### src/rtl/nrdiv_pkg.sv
// Shared types and constants for the nr_div32 iterative divider.
package nrdiv_pkg;

  typedef enum logic [1:0] {
    IDLE = 2'd0,
    RUN  = 2'd1,
    FIX  = 2'd2
  } nrdiv_state_e;

  localparam int NRDIV_WIDTH = 32;
  localparam int NRDIV_MAX_W = 64;

  function automatic int nrdiv_cnt_w(input int w);
    return $clog2(w);
  endfunction

  localparam int NRDIV_CNT_W = nrdiv_cnt_w(NRDIV_WIDTH);

  // Quotient reported on divide-by-zero; sliced to the operand width by the user.
  localparam logic [NRDIV_MAX_W-1:0] NRDIV_DZ_Q = '1;

endpackage

### src/rtl/nr_div_step.sv
// One combinational non-restoring iteration: shift in a dividend bit, then add or subtract the divisor.
module nr_div_step
  import nrdiv_pkg::*;
#(
  parameter int WIDTH = NRDIV_WIDTH
) (
  input  logic [WIDTH:0]   rem_i,
  input  logic [WIDTH-1:0] dvs_i,
  input  logic             din_i,
  input  logic             sub_i,
  output logic [WIDTH:0]   rem_o,
  output logic             qbit_o
);

  logic [WIDTH:0] shifted;
  logic [WIDTH:0] operand;

  assign shifted = {rem_i[WIDTH-1:0], din_i};
  // Subtraction as add of the inverted divisor with carry-in set.
  assign operand = {1'b0, dvs_i} ^ {(WIDTH+1){sub_i}};
  assign rem_o   = shifted + operand + {{WIDTH{1'b0}}, sub_i};
  assign qbit_o  = ~rem_o[WIDTH];

endmodule

### src/rtl/nr_div32.sv
// Iterative non-restoring divider for DIV/DIVU/REM/REMU; one iteration per clock.
// Signed operation is built only when NRDIV_SIGNED_EN is defined; otherwise every operation is unsigned.
module nr_div32
  import nrdiv_pkg::*;
#(
  parameter int WIDTH = NRDIV_WIDTH
) (
  input  logic             clk,
  input  logic             clrn,
  input  logic             start,
  input  logic             sign,
  input  logic             cancel,
  input  logic [WIDTH-1:0] a,
  input  logic [WIDTH-1:0] b,
  output logic [WIDTH-1:0] q,
  output logic [WIDTH-1:0] r,
  output logic             busy,
  output logic             ready,
  output logic             dz
);

  localparam int CNT_W = nrdiv_cnt_w(WIDTH);
  localparam logic [CNT_W-1:0] CNT_MAX = CNT_W'(WIDTH - 1);

  nrdiv_state_e     state_q, state_d;
  logic [CNT_W-1:0] cnt_q, cnt_d;
  logic [WIDTH:0]   prem_q, prem_d;
  logic [WIDTH-1:0] dvd_q, dvd_d, dvs_q, dvs_d;
  logic [WIDTH-1:0] quo_q, quo_d, rem_q, rem_d;
  logic             dzp_q, dzp_d, dz_q, dz_d, ready_q, ready_d;

  logic [WIDTH-1:0] a_mag, b_mag, rem_mag, quo_fix, rem_fix;
  logic [WIDTH:0]   step_rem;
  logic             step_qbit;
  logic             accept;

  assign accept = (state_q == IDLE) && start && !cancel;

  nr_div_step #(.WIDTH(WIDTH)) u_step (
    .rem_i  (prem_q),
    .dvs_i  (dvs_q),
    .din_i  (dvd_q[WIDTH-1]),
    .sub_i  (~prem_q[WIDTH]),
    .rem_o  (step_rem),
    .qbit_o (step_qbit)
  );

  // A negative final partial remainder gets the divisor added back once.
  assign rem_mag = prem_q[WIDTH] ? (prem_q[WIDTH-1:0] + dvs_q) : prem_q[WIDTH-1:0];

`ifdef NRDIV_SIGNED_EN
  logic a_neg, b_neg, qneg_q, rneg_q;

  assign a_neg   = sign & a[WIDTH-1];
  assign b_neg   = sign & b[WIDTH-1];
  assign a_mag   = a_neg ? -a : a;
  assign b_mag   = b_neg ? -b : b;
  assign quo_fix = qneg_q ? -dvd_q : dvd_q;
  assign rem_fix = rneg_q ? -rem_mag : rem_mag;

  always_ff @(posedge clk) begin
    if (accept) begin
      qneg_q <= a_neg ^ b_neg;
      rneg_q <= a_neg;
    end
  end
`else
  logic unused_sign;

  assign unused_sign = sign;
  assign a_mag       = a;
  assign b_mag       = b;
  assign quo_fix     = dvd_q;
  assign rem_fix     = rem_mag;
`endif

  always_comb begin
    state_d = state_q;
    cnt_d   = cnt_q;
    prem_d  = prem_q;
    dvd_d   = dvd_q;
    dvs_d   = dvs_q;
    dzp_d   = dzp_q;
    quo_d   = quo_q;
    rem_d   = rem_q;
    dz_d    = dz_q;
    ready_d = 1'b0;
    unique case (state_q)
      IDLE: begin
        if (accept) begin
          prem_d = '0;
          cnt_d  = '0;
          dvs_d  = b_mag;
          // Divide-by-zero keeps the raw dividend so it can be returned as the remainder.
          if (b == '0) begin
            dvd_d   = a;
            dzp_d   = 1'b1;
            state_d = FIX;
          end else begin
            dvd_d   = a_mag;
            dzp_d   = 1'b0;
            state_d = RUN;
          end
        end
      end
      RUN: begin
        if (cancel) begin
          state_d = IDLE;
        end else begin
          prem_d = step_rem;
          dvd_d  = {dvd_q[WIDTH-2:0], step_qbit};
          cnt_d  = cnt_q + 1'b1;
          if (cnt_q == CNT_MAX) begin
            cnt_d   = '0;
            state_d = FIX;
          end
        end
      end
      FIX: begin
        state_d = IDLE;
        if (!cancel) begin
          ready_d = 1'b1;
          dz_d    = dzp_q;
          if (dzp_q) begin
            quo_d = NRDIV_DZ_Q[WIDTH-1:0];
            rem_d = dvd_q;
          end else begin
            quo_d = quo_fix;
            rem_d = rem_fix;
          end
        end
      end
      default: state_d = IDLE;
    endcase
  end

  always_ff @(posedge clk or negedge clrn) begin
    if (!clrn) begin
      state_q <= IDLE;
      cnt_q   <= '0;
      dzp_q   <= 1'b0;
      quo_q   <= '0;
      rem_q   <= '0;
      dz_q    <= 1'b0;
      ready_q <= 1'b0;
    end else begin
      state_q <= state_d;
      cnt_q   <= cnt_d;
      dzp_q   <= dzp_d;
      quo_q   <= quo_d;
      rem_q   <= rem_d;
      dz_q    <= dz_d;
      ready_q <= ready_d;
    end
  end

  always_ff @(posedge clk) begin
    prem_q <= prem_d;
    dvd_q  <= dvd_d;
    dvs_q  <= dvs_d;
  end

  assign q     = quo_q;
  assign r     = rem_q;
  assign dz    = dz_q;
  assign ready = ready_q;
  assign busy  = (state_q != IDLE);

endmodule
### config.mk
export PLATFORM = sky130hd
export DESIGN_NAME = nr_div32
export DESIGN_NICKNAME = d
export VERILOG_FILES = /design/src/rtl/nrdiv_pkg.sv /design/src/rtl/nr_div_step.sv /design/src/rtl/nr_div32.sv
export SDC_FILE = /design/constraint.sdc
export NUM_CORES = 1
export LEC_CHECK = 0
export CAP_MARGIN = 5
export CORE_ASPECT_RATIO = 0.6
export CORE_MARGIN = 2
export CORE_UTILIZATION = 51
export CTS_CLUSTER_DIAMETER = 60
export CTS_CLUSTER_SIZE = 30
export DETAILED_ROUTE_END_ITERATION = 10
export PLACE_DENSITY = 0.78
export SYNTH_ARGS = -nofsm -noshare
export SYNTH_HDL_FRONTEND = slang
export SYNTH_SLANG_ARGS = --single-unit
### constraint.sdc
create_clock -name clk -period 3.8 [get_ports clk]
set_input_delay 0.38 -clock clk [delete_from_list [all_inputs] [get_ports clk]]
set_output_delay 0.38 -clock clk [all_outputs]
set_load 0.1 [all_outputs]
==> impl_metrics.env <==
export IMPL_outcome="finished, final reports clean"
export IMPL_yosys_warnings=0
export IMPL_routed_wl_mm=27.68
export IMPL_grt_max_degree=75
export IMPL_min_path_type="in2async"
export IMPL_path_cells="ha_1 -> fa_1 -> a211oi_1 -> o211ai_1 -> a31oi_1 -> nor4b_2 -> o221ai_2 -> a21oi_1 -> a221o_1 -> a21oi_1 -> xor2_1 -> o22ai_1"
export IMPL_initial_core_util_pct=51.61
export IMPL_fin_skew_ns=0.01336
export IMPL_layout_nets=1318
export IMPL_p_comb_share_pct=30.2
export IMPL_synth_fa_ha_area_share_pct=8.220
export IMPL_reg2regPathDepth=12
export IMPL_crit_top_cell="a21oi_1"
export IMPL_critPathBufInv=0
export IMPL_postCtsHoldBufs=0
export IMPL_antenna_found_initial=0
export IMPL_fill_cells=1616
export IMPL_grt_pass1_vias=7848
export IMPL_die_x_um=186.8
export IMPL_max_freq_mhz=283.7
export IMPL_h_tree_depth=4
export IMPL_dpl_instance_area_um2=11860
export IMPL_cts_made_buffers=17
export IMPL_detail_route_antenna_nets=0
export IMPL_synth_xor_area_share_pct=7.107
export IMPL_rsz0062_at_grt="false"
export IMPL_path_depth=12
export IMPL_ir_worst_vdd_v=0.0003533
export IMPL_crit_type="reg2reg"
export IMPL_p_int_w=0.003938
export IMPL_p_clk_share_pct=31.4
export IMPL_layout_common_cells="nor2_1, nand2_1, clkdlybuf4s50_1, edfxtp_1, dfrtp_1"
export IMPL_path_delay_family="compound AO/OA/AOI/OAI gates"
export IMPL_std_cell_rows=40
export IMPL_power_density_nw_per_um2=473.2
export IMPL_multi_input_area_um2=5238
export IMPL_syn_avg_cell_area_um2=9.622
export IMPL_seq_area_frac_synth_pct=46.58
export IMPL_final_hold_viol_count=0
export IMPL_clk_path_buf_depth=2
export IMPL_die_h_um=113.7
export IMPL_synth_ff_type="edfxtp_1"
export IMPL_maxSlewHeadroom_pct=28.81
export IMPL_switchingPower_w=0.001977
export IMPL_final_common_cell="nor2_1"
export IMPL_syn_area_um2=10230
export IMPL_setup_viol=0
export IMPL_synth_seq_cells=171
export IMPL_clock_latency_ns=0.45
export IMPL_synth_top_family_by_area="simple AND/OR/NAND/NOR gates"
export IMPL_gp_congestion=0.9633
export IMPL_clock_root_buffer="clkbuf_16"
export IMPL_core_um2=19820
export IMPL_critPathMaxFanout=4
export IMPL_yosys_area_share_simple_pct=17.55
export IMPL_period_share_pct=92.76
export IMPL_viasPerCell=5.796
export IMPL_die_area_um2=21240
export IMPL_fin_tns_setup_ns=0
export IMPL_maxCapViolCount=0
export IMPL_synth_nets=1198
export IMPL_synth_compound_area_share_pct=16.71
export IMPL_maxSlewViolCount=0
export IMPL_seqCellArea_um2=4766
export IMPL_stdcell_area_um2=12500
export IMPL_drc_errors=0
export IMPL_grt_usage_pct=26.56
export IMPL_startpoint_type="flop"
export IMPL_worstPathArrival_ns=3.82
export IMPL_p_sw_share_pct=33.42
export IMPL_cts_tree="yes"
export IMPL_synthArstFlopShare_pct=43.27
export IMPL_slowest_delay_ns=0.45
export IMPL_clk_pin_slew_worst_paths_ns=0.08
export IMPL_grt_ovfl_total=0
export IMPL_period_needed_ns=3.525
export IMPL_cts_sinks=171
export IMPL_syn2layout_area_growth_pct=22.20
export IMPL_vias=8514
export IMPL_p_seq_share_pct=38.5
export IMPL_io_buffers=134
export IMPL_synth_cell_types=63
export IMPL_required_ns=4.10
export IMPL_leakage_nw=5.340
export IMPL_grt_pass1_wl_mm=43.45
export IMPL_worst_pin_slew_ns=1.065
export IMPL_diodes=0
export IMPL_dp_hpwl_mm=20.67
export IMPL_hold_slack_ns=0.08547
export IMPL_post_cts_setup_buffers=0
export IMPL_first_pass_iters=5
export IMPL_pin_count=136
export IMPL_netlist_instances=1063
export IMPL_post_drt_wl_per_cell_um=18.84
export IMPL_p_total_w=0.005915
export IMPL_muxShareOfSynthArea_pct=1.370
export IMPL_synth_edf_count=97
export IMPL_drt_initial_drc_count=1125
export IMPL_drive_above_1_share_pct=5.769
export IMPL_worstSetupEndpointType="flop"
export IMPL_ctsResizeCount=0
export IMPL_slowest_stage="edfxtp_1"
==> through the flow <==
step,util (%),setup slack (ns),cells
after CTS,63.01,0.2769,1469
after floorplan,-,0.06669,1063
after detailed placement,59.84,0.3048,1437
after global routing,63.07,0.03850,1469
final,63.07,0.2752,1469
after global placement,59.84,0.4246,1437
==> synth_stat cells, types with 4 or more instances <==
cell type | instances | share of area (%)
nor4_1 | 9 | 0.55
or3_1 | 5 | 0.31
xor2_1 | 27 | 2.3
o21ai_0 | 32 | 1.6
a21oi_1 | 65 | 3.2
o22ai_1 | 14 | 0.86
nand2_1 | 140 | 5.1
a21o_1 | 44 | 3.2
inv_1 | 20 | 0.73
dfrtp_1 | 74 | 18
a211o_1 | 4 | 0.34
nand2b_1 | 11 | 0.67
o21a_1 | 7 | 0.51
o31ai_1 | 4 | 0.29
o21bai_1 | 7 | 0.51
ha_1 | 64 | 7.8
and2_1 | 4 | 0.24
a31oi_1 | 6 | 0.37
a211oi_1 | 13 | 0.95
nor3_1 | 41 | 2.0
mux2i_1 | 14 | 1.4
buf_1 | 17 | 0.62
nor2_1 | 145 | 5.3
nor2b_1 | 10 | 0.61
o21ai_1 | 19 | 0.93
edfxtp_1 | 97 | 28
nand3_1 | 16 | 0.78
and3_1 | 5 | 0.31
clkbuf_1 | 29 | 1.1
nand4_1 | 6 | 0.37
a221oi_1 | 15 | 1.3
xnor2_1 | 56 | 4.8
==> registers in the layout (all words and copies together) (netlist names), 2 cells and up <==
register / cells
cnt_q: 5
dvd_q: 32
dvs_q: 32
prem_q: 33
q: 32
r: 32
state_q: 2
==> worst paths after layout <==
check / start / end / slack, ns
min in group clk: r[1] / r[1] / 0.48
max in group asynchronous: clrn / dzp_q / 3.04
max: prem_q[0] / r[30] / 0.28
max reg2reg: prem_q[0] / r[30] / 0.28
min reg2reg: r[1] / r[1] / 0.48
min: clrn / q[26] / 0.09
==> final cells by class <==
type                    count  area share, %
repair buffers            147          11.59
multi-input cells         825          41.90
inverters                  21         0.6306
well taps                 273          2.733
clock buffers              19          3.634
flip-flops and latches    171          38.13
clock inverters            13          1.381
==> worst register-to-register path, stage by stage (launching register included) <==
cell      delay, ns
edfxtp_1       0.45
ha_1           0.26
fa_1           0.43
a211oi_1       0.34
o211ai_1       0.19
a31oi_1        0.30
nor4b_2        0.12
o221ai_2       0.27
a21oi_1        0.16
a221o_1        0.32
a21oi_1        0.19
xor2_1         0.24
o22ai_1        0.10
==> routing by layer <==
| layer | vias up | GRT usage [%] | part of all wire [%] | wire length (um) |
|---|---|---|---|---|
| li1 | 4071 | - | - | - |
| met1 | 3976 | 43.52 | 50 | 13850 |
| met2 | 443 | 33.46 | 36 | 10100 |
| met3 | 24 | 8.000 | 12 | 3427 |
| met4 | 0 | 5.344 | 1.1 | 298 |
| met5 | - | 0 | 0 | 0 |
==> logic make-up after synthesis <==
family	Yosys count
compound gates	254
mux	14
xor+xnor	83
flops	171
simple gates	408
fa+ha+maj	66
buf+inv	67
==> power by group through the flow <==
stage          Combinational, W  Clock, W  Sequential (W)
6_report                0.00179   0.00186         0.00227
5_1_grt                 0.00198   0.00194         0.00228
4_1_cts                 0.00175   0.00187         0.00226
3_5_place_dp            0.00174         0         0.00230
3_3_place_gp            0.00171         0         0.00230
2_1_floorplan           0.00133         0         0.00224
Note: power is estimated with default switching activity, not from simulation.
